## src/rtl/warp_scheduler.sv

```systemverilog
// warp_scheduler: pops ready warps from warp_table and issues them to fetch; arbitrates spawn/rejoin pushes back into the table.
module warp_scheduler #(
  parameter int NUM_WARPS = 16,
  parameter int ENTRY_W = 44,
  localparam int CW = $clog2(NUM_WARPS) + 1
) (
  input  logic               clk,
  input  logic               rst,
  output logic               wt_read_en,
  input  logic [ENTRY_W-1:0] wt_read_data,
  input  logic               wt_read_valid,
  input  logic               wt_fifo_empty,
  input  logic               wt_fifo_full,
  output logic               wt_write_en,
  output logic [ENTRY_W-1:0] wt_write_data,
  input  logic               spawn_valid,
  input  logic [ENTRY_W-1:0] spawn_data,
  output logic               spawn_ready,
  input  logic               rejoin_valid,
  input  logic [ENTRY_W-1:0] rejoin_data,
  output logic               rejoin_ready,
  output logic               issue_valid,
  input  logic               issue_ready,
  output logic [31:0]        issue_pc,
  output logic [7:0]         issue_mask,
  output logic [3:0]         issue_wid,
  output logic [CW-1:0]      active_warps,
  output logic               all_done
);
  typedef enum logic [1:0] {IDLE, WAIT, HOLD} state_t;
  localparam logic [CW-1:0] MAXW = CW'(NUM_WARPS);
  state_t state;
  logic [ENTRY_W-1:0] hold;
  logic spawned;
  logic spawn_acc, rej_acc, rej_live;
  always_comb begin
    spawn_ready = !rst && spawn_valid && !wt_fifo_full && active_warps != MAXW;
    rejoin_ready = !rst && rejoin_valid && !wt_fifo_full && !spawn_valid;
    spawn_acc = spawn_ready;
    rej_acc = rejoin_ready;
    rej_live = rej_acc && |rejoin_data[11:4];
    wt_read_en = !rst && !wt_fifo_empty && (state == IDLE || (state == HOLD && issue_ready));
  end
  assign issue_pc = hold[43:12];
  assign issue_mask = hold[11:4];
  assign issue_wid = hold[3:0];
  always_ff @(posedge clk or posedge rst) begin
    if (rst) begin
      state <= IDLE;
      hold <= '0;
      issue_valid <= 1'b0;
      active_warps <= '0;
      spawned <= 1'b0;
      all_done <= 1'b0;
      wt_write_en <= 1'b0;
      wt_write_data <= '0;
    end else begin
      wt_write_en <= spawn_acc || rej_live;
      if (spawn_acc || rej_live) wt_write_data <= spawn_acc ? spawn_data : rejoin_data;
      if (spawn_acc) active_warps <= active_warps + 1'b1;
      else if (rej_acc && !rej_live && active_warps != '0) active_warps <= active_warps - 1'b1;
      spawned <= spawned || spawn_acc;
      all_done <= !spawn_acc && spawned && active_warps == '0 && wt_fifo_empty && state == IDLE && !issue_valid;
      case (state)
        IDLE: if (!wt_fifo_empty) state <= WAIT;
        WAIT: if (wt_read_valid) begin
          hold <= wt_read_data;
          issue_valid <= 1'b1;
          state <= HOLD;
        end
        HOLD: if (issue_ready) begin
          issue_valid <= 1'b0;
          state <= wt_fifo_empty ? IDLE : WAIT;
        end
        default: state <= IDLE;
      endcase
    end
  end
endmodule
```

## config.mk

```make
export PLATFORM = sky130hd
export DESIGN_NAME = warp_scheduler
export DESIGN_NICKNAME = d
export VERILOG_FILES = /design/src/rtl/warp_scheduler.sv
export SDC_FILE = /design/constraint.sdc
export NUM_CORES = 1
export LEC_CHECK = 0
export ABC_AREA = 1
export CELL_PAD_IN_SITES_DETAIL_PLACEMENT = 0
export CELL_PAD_IN_SITES_GLOBAL_PLACEMENT = 1
export CORE_AREA = 2 2 99 173
export DETAILED_ROUTE_END_ITERATION = 16
export DIE_AREA = 0 0 101 175
export PLACE_DENSITY = 0.78
export SYNTH_ARGS = -nofsm -noshare
export SYNTH_HDL_FRONTEND = slang
export SYNTH_SLANG_ARGS = --single-unit
```

## constraint.sdc

```tcl
create_clock -name clk -period 3.49 [get_ports clk]
set_input_delay 0.698 -clock clk [delete_from_list [all_inputs] [get_ports clk]]
set_output_delay 0.698 -clock clk [all_outputs]
set_load 0.05 [all_outputs]
```

# After elaboration in Yosys (flattened, before gate mapping)
# Cells that the tools add are included.
[op_classes]
add_sub_neg = 2
multipliers = 0
n_div = 0
order_cmp = 0
n_eq_ne = 6
shift = 0
muxes = 11
bitwise_logic = 0
n_reduce_logical = 36
[ops]
columns = ["operator", "count"]
rows = [
  ["44-bit two-way mux", 1],
  ["1-bit logical AND", 17],
  ["5-bit two-way mux", 2],
  ["8-bit OR reduction", 1],
  ["1-bit zero test", 7],
  ["2-bit two-way mux", 3],
  ["2-bit inequality test, second input constant", 3],
  ["2-bit case mux with 3 select lines", 1],
  ["3-bit AND reduction", 2],
  ["5-bit by 1-bit adder with 5-bit output, second input constant", 1],
  ["5-bit zero test", 1],
  ["5-bit inequality test, second input constant", 1],
  ["5-bit nonzero test", 1],
  ["5-bit by 1-bit subtractor with 5-bit output, second input constant", 1],
  ["2-bit nonzero test", 2],
  ["1-bit logical OR", 3],
  ["1-bit two-way mux", 3],
  ["2-bit by 1-bit equality test with 1-bit output, second input constant", 1],
  ["2-bit equality test, second input constant", 1],
  ["2-bit zero test", 1],
  ["1-bit case mux with 2 select lines", 1],
  ["2-bit AND reduction", 1],
]
[word_totals]
reg_bits = 99
latch_bits = 0
ram_bits = 0
romBits = 0
input_bits = 140
wordCells = 63
memories = 0

# Logic depth before layout (Yosys ltp)
# Gate-level depths: netlist of run 1.
[logic_depth]
ltp_word = 10
depth_mapped = 14
depth_no_buf = 13

# Worst setup path before layout of run 1
# OpenSTA, ideal clock, no wires.
[synth_timing]
kind = "input -> output"
startpoint = "in rst"
endpoint = "out wt_read_en"
t_arrival_ns = 3.159
required_time_ns = 2.792
slack_ns = -0.367
path_stages = 1
path_buffers = 0
cell_sequence = "a2111oi_0"
[synth_between]
elab_chain_cells = 3
[synth_lines]
columns = ["item", "line", "source"]
rows = [
  ["start, declared", "8", "input logic rst,"],
  ["1-bit zero test (no source line)", "n/a", ""],
  ["1-bit logical AND (2 in a row)", "42", "wt_read_en = !rst && !wt_fifo_empty && (state == IDLE || (state == HOLD && issue_ready));"],
  ["end, declared", "9", "output logic wt_read_en,"],
]
# Every way passes these cells.

# Final worst setup path of run 1
[layout_timing]
startpoint = "in rst"
endpoint = "out spawn_ready"
[layout_between]
elab_chain_cells = 4
[layout_lines]
columns = ["item", "line", "source"]
rows = [
  ["1-bit zero test (no source line)", "n/a", ""],
  ["1-bit logical AND (3 in a row)", "37", "spawn_ready = !rst && spawn_valid && !wt_fifo_full && active_warps != MAXW;"],
  ["end, declared", "18", "output logic spawn_ready,"],
]
# Every way passes these cells.

==> impl_metrics.csv, run 1 <==
group,metric,value,unit
timing,fin_crit_sh,80.6,%
placed_design,dpl.cell_count,834,
synthesis,synth_edf_count,0,
power_and_ir_drop,clock_power_share,16.7,%
timing,timing.hold.ws,0.481,ns
die,ios,239,
synthesis,synth-seq-area-share,53.4,%
clocking,clk_pin_slew,0.07,ns
grt,global_route.usage.met1,18.5,%
grt,grt_pass1_wl,23200,um
synthesis,async_flop_share,100,%
placed_design,dpl_cell_area,7150,sq um
timing,rsz0062_at_grt,"no",
detailed_routing,wl_per_cell,18.0,um
placed_design,portBuffers,238,
setup_path,reg2reg_depth,10,
timing,relSlewSlack,37.0,%
synthesis,yosysTopAreaCellShare,53.4,%
worst_hold_path,min_from,"wt_write_data[35]$_DFFE_PP0P_",
finish,areaGrowthSynthToFinish,61.2,%
clocking,cts_tree,"done",
die,die_area,17700,sq um
clocking,cts_setup_buffers,0,
power_and_ir_drop,seqPwrFrac,29.1,%
clocking,clk_latency,0.35,ns
clocking,cts_root_buffer,"clkbuf_16",
finish,final_cell_count_no_fill,851,
finish,stdcell_area,7480,sq um
grt,grt_pass1_vias,4179,
grt,track_usage,17.5,%
synthesis,syn_avg_cell_area,11.1,sq um
clocking,ctsHoldBuffers,0,
setup_path,cp-start-kind,"primary input",
power_and_ir_drop,power.switching,2960,uW
synthesis,synth_fp_nets,562,
flow_run,maxCapViolations,0,
power_and_ir_drop,p_per_area,850,nW/um^2
placed_design,place_congestion,0.779,
setup_path,rr_endpoint,"active_warps[3]$_DFFE_PP0P_",
detailed_routing,drt-pass1-iter-count,4,
detailed_routing,avgViaCountPerCell,4.66,
power_and_ir_drop,comb_power_share,54.2,%
detailed_routing,wirelength,15300,um
setup_path,worst-setup-path-type,"in2out",
clocking,cts_made_buffers,9,
grt,grt_use_met2,32.4,%
timing,min_period,2.81,ns
timing,final.setup.tns,0,ns
grt,grt_start_max_net_pins,70,
grt,grt-busiest-layer,"met2",
finish,fillerInstances,1552,
clocking,ctsHtreeMaxLevel,3,
die,start_util,28.5,%
detailed_routing,route.detailed.drc,0,
die,num_rows,62,
timing,setup_violations,0,
worst_hold_path,holdPathEnd,"wt_write_data[35]$_DFFE_PP0P_",
power_and_ir_drop,swShare,46.5,%
setup_path,crit_path_end_kind,"primary output",
setup_path,rr_startpoint,"active_warps[1]$_DFFE_PP0P_",
detailed_routing,num_vias,3966,
detailed_routing,antenna_left,0,
synthesis,synth_common_cells,"117 x nand2_1, 99 x dfrtp_1, 31 x o211ai_2",
timing,report.final.slew_viol_count,0,
synthesis,ys_types,34,
worst_hold_path,hold_depth,2,
timing,hold_viol_final,0,
power_and_ir_drop,internal-power,3400,uW
synthesis,synth_top_flop_cell,"dfrtp_1",
power_and_ir_drop,leakage,0.00317,uW
timing,fmaxAchievable,355,MHz
detailed_routing,dr.first_iter.drc_count,96,
clocking,cts_max_path_buffers,2,
clocking,cts_num_sinks,99,
finish,drive_gt1_share,16.4,%
finish,nets,797,
die,die_y,175,um
power_and_ir_drop,vdd_drop_max,0.416,mV
grt,grt_use_met3,3.44,%
grt,antenna_found_initial,1,
die,core,16300,sq um
clocking,post_cts_resized,0,
setup_path,r2r_slack,1.40,ns
synthesis,ys_ff_latch,99,
synthesis,yosysTopAreaCell,"dfrtp_1",
synthesis,ys_top_cells_by_area,"dfrtp_1 53%, nand2_1 9.5%, o211ai_2 8.4%",
setup_path,critPathMaxFanout,21,
setup_path,cp.required,2.79,ns
timing,tightest_slew,0.944,ns
synthesis,synth_cells,418,
timing,clock_skew,0.0110,ns
setup_path,arrival,2.12,ns
placed_design,dp_hpwl,11600,um
synthesis,synth-warning-count,0,
synthesis,synth_area,4640,sq um
run_status,run_status,"finished clean",
synthesis,yosysMostFrequentCell,"nand2_1",
power_and_ir_drop,finalPower,6350,uW
grt,overflow,0,
worst_hold_path,hold_path_class,"reg2reg",
die,die_w,101,um
==> logic make-up after synthesis <==
family	count (synthesis)	share of synthesized area, %
DFF	99	53.4
muxes	44	10.7
buffers and inverters	36	5.10
adders and majority gates	4	1.24
xor gates and xnor gates	3	0.567
AOI/OAI and AO/OA	45	10.3
and+or+nand+nor	187	18.7
==> routing by layer <==
layer  wire (um)  share of wire, %  up-vias
li1            -                 -     1859
met3         632               4.1       36
met2        8650                56      145
met4         580               3.8        0
met5           0                 0        -
met1        5460                36     1926
==> flip-flops by register name (all words and copies together), names as in the netlist <==
register	cells
spawned	1
state	2
hold	44
active_warps	5
all_done	1
issue_valid	1
wt_write_data	44
wt_write_en	1
==> layout by cell type (no fill, tap or decap), drive strengths merged, types with 2 or more instances in the layout <==
master,Yosys,final
clkdlybuf4s50,0,235
nand2,121,121
dfrtp,99,99
mux2,44,44
or2,37,37
o211ai,36,36
inv,15,17
nand3,16,16
nor2,11,11
clkbuf,1,10
buf,20,10
o21ai,6,6
ha,3,3
clkinv,0,3
xor2,2,2
==> critical path: stages <==
cell and delay (ns):
clkdlybuf4s50_1 0.47, inv_4 0.09, nand2_4 0.06, nor2_4 0.11, nand2_4 0.18, inv_2 0.30, buf_12 0.18
==> worst max-delay path by stage <==
| stage | startpoint | endpoint | slack [ns] | cells after the start |
|---|---|---|---|---|
| 2_1_floorplan | rst | active_warps[4]$_DFFE_PP0P_ | 0.08 | 13 |
| 3_3_place_gp | rst | spawn_ready | 0.71 | 7 |
| 3_5_place_dp | rst | spawn_ready | 0.65 | 7 |
| 4_1_cts | rst | spawn_ready | 0.66 | 7 |
| 5_1_grt | rst | spawn_ready | 0.58 | 7 |
| 6_report | rst | spawn_ready | 0.68 | 7 |
==> area by class of cell <==
class	instances	area (sq um)	share of cell area, %
tap	192	240	3.21
clock inverter	6	81.3	1.09
clock buffer	10	239	3.20
timing repair buffer	245	2450	32.8
multi-input combinational	283	1930	25.8
antenna	1	2.50	0.0335
inverter	15	58.8	0.786
sequential	99	2480	33.1
==> power by group through the flow <==
| stage | Combinational (uW) | Sequential, uW | Clock [uW] |
|---|---|---|---|
| finish | 3440 | 1850 | 1060 |
| CTS | 3480 | 1850 | 1110 |
| global route | 3600 | 1910 | 1150 |
| global placement | 3430 | 1850 | 0 |
| detailed placement | 3470 | 1870 | 0 |
| floorplan | 683 | 3360 | 0 |
==> stage by stage <==
step	utilization (%)	worst slack (ns)
after global routing	45.9	0.584
final	45.9	0.677
after floorplan	-	0.0796
after detailed placement	43.9	0.655
after CTS	45.9	0.656
after global placement	43.9	0.707
(Power assumes the default switching activity.)
==> inputs of run 2 (changes only) <==
- clock period: 3.49 -> 2.6 ns (I/O delays scaled with it)
==> run 2 against run 1 <==
Effect of this change:
- critical path depth up 1
- via count down 3.1%
- clock power up 34%
- largest power group unchanged
==> impl_metrics.csv, run 2 (synthesis results as in run 1) <==
group,metric,value,unit
run_status,run_status,"finished clean",
finish,stdcell_area,7550,sq um
setup_path,cp.required,2.08,ns
finish,drive_gt1_share,16.9,%
detailed_routing,drt-pass1-iter-count,4,
detailed_routing,wirelength,15000,um
clocking,ctsHtreeMaxLevel,3,
finish,layout_common_cells,"235 x clkdlybuf4s50_1, 117 x nand2_1, 99 x dfrtp_1",
timing,fmaxAchievable,406,MHz
die,die_w,101,um
setup_path,cp-startpoint,"rst",
timing,setup_violations,0,
timing,fin_crit_sh,94.8,%
grt,track_usage,17.1,%
clocking,cts_setup_buffers,0,
timing,hold_viol_final,0,
detailed_routing,wl_per_cell,17.5,um
power_and_ir_drop,p_per_area,1130,nW/um^2
setup_path,r2r_slack,0.57,ns
setup_path,reg2reg_depth,8,
die,core,16300,sq um
setup_path,rr_endpoint,"wt_write_data[27]$_DFFE_PP0P_",
flow_run,maxCapViolations,0,
setup_path,rr_startpoint,"active_warps[1]$_DFFE_PP0P_",
finish,final_util,46.3,%
clocking,clk_latency,0.35,ns
detailed_routing,avgViaCountPerCell,4.50,
placed_design,dpl_cell_area,7220,sq um
grt,antenna_found_initial,2,
worst_hold_path,min_from,"spawned$_DFF_PP0_",
setup_path,worst-setup-path-type,"in2out",
finish,layout_commonest_cell,"clkdlybuf4s50_1",
finish,areaGrowthSynthToFinish,62.7,%
die,num_rows,62,
die,die_y,175,um
grt,grt_pass1_wl,22900,um
timing,final.setup.tns,0,ns
setup_path,endpoint,"spawn_ready",
placed_design,dp_hpwl,11800,um
grt,overflow,0,
detailed_routing,num_vias,3845,
detailed_routing,route.detailed.drc,0,
setup_path,arrival,1.94,ns
detailed_routing,antenna_left,0,
clocking,cts_max_path_buffers,2,
grt,grt_start_max_net_pins,63,
clocking,cts_made_buffers,9,
finish,final_cell_count_no_fill,855,
finish,reg_top3,"hold x44, wt_write_data x44, active_warps x5",
timing,clock_skew,0.00903,ns
placed_design,portBuffers,238,
worst_hold_path,hold_path_class,"reg2reg",
setup_path,critPathMaxFanout,15,
clocking,post_cts_resized,0,
timing,rsz0062_at_grt,"no",
timing,report.final.slew_viol_count,0,
die,ios,239,
timing,relSlewSlack,46.2,%
timing,min_period,2.46,ns
grt,grt_pass1_vias,4143,
setup_path,cp-start-kind,"primary input",
power_and_ir_drop,vdd_drop_max,0.612,mV
clocking,ctsHoldBuffers,0,
clocking,cts_num_sinks,99,
die,start_util,28.5,%
placed_design,dpl.cell_count,837,
clocking,clk_pin_slew,0.07,ns
placed_design,place_congestion,0.783,
detailed_routing,dr.first_iter.drc_count,93,
clocking,cts_tree,"done",
finish,nets,800,
clocking,cts_root_buffer,"clkbuf_16",
setup_path,crit_path_end_kind,"primary output",
die,die_area,17700,sq um
power_and_ir_drop,leakage,0.00320,uW
timing,tightest_slew,0.807,ns
run 2: through the flow:
step           hold slack (ns)  power, uW  worst slack [ns]
2_1_floorplan            0.440       5440            0.0452
3_3_place_gp             0.452       7110            0.0744
3_5_place_dp             0.453       7200            0.0190
4_1_cts                  0.471       8650             0.116
5_1_grt                  0.501       8930            0.0339
6_report                 0.475       8550             0.136
run 2: layout make-up:
class / instances / area (sq um)
multi-input combinational: 283 / 1930
tap: 192 / 240
antenna: 2 / 5.00
fill: 1545 / 8740
sequential: 99 / 2480
inverter: 15 / 61.3
timing repair buffer: 248 / 2510
clock buffer: 9 / 225
clock inverter: 7 / 93.8
run 2: routing by layer:
layer  share of wire, %  routed length [um]  global-route usage [%]  vias to the layer above
met4                3.7                 550                    8.22                        0
met3                4.1                 617                    2.96                       29
met1                 34                5160                    17.5                     1846
li1                   -                   -                       -                     1859
met5                  0                   0                       0                        -
met2                 58                8670                    32.4                      111
run 2: power breakdown:
group | total (uW) | switching, uW | internal [uW]
logic | 4640 | 2980 | 1660
registers | 2490 | 360 | 2130
clock network | 1420 | 648 | 774
run 2: worst min path at each step:
| stage | depth (start not counted) | end | slack [ns] |
|---|---|---|---|
| 6_report | 1 | spawned$_DFF_PP0_ | 0.48 |
| 5_1_grt | 2 | wt_write_data[41]$_DFFE_PP0P_ | 0.50 |
| 4_1_cts | 1 | spawned$_DFF_PP0_ | 0.47 |
| 3_5_place_dp | 1 | spawned$_DFF_PP0_ | 0.45 |
| 3_3_place_gp | 1 | spawned$_DFF_PP0_ | 0.45 |
| 2_1_floorplan | 1 | spawned$_DFF_PP0_ | 0.44 |
run 2: worst max-delay path, stage by stage:
cell and delay, ns:
clkdlybuf4s50_1 0.50, inv_6 0.10, nand2_4 0.06, nor2_4 0.11, nand2_4 0.09, buf_4 0.20, inv_2 0.19, buf_12 0.17
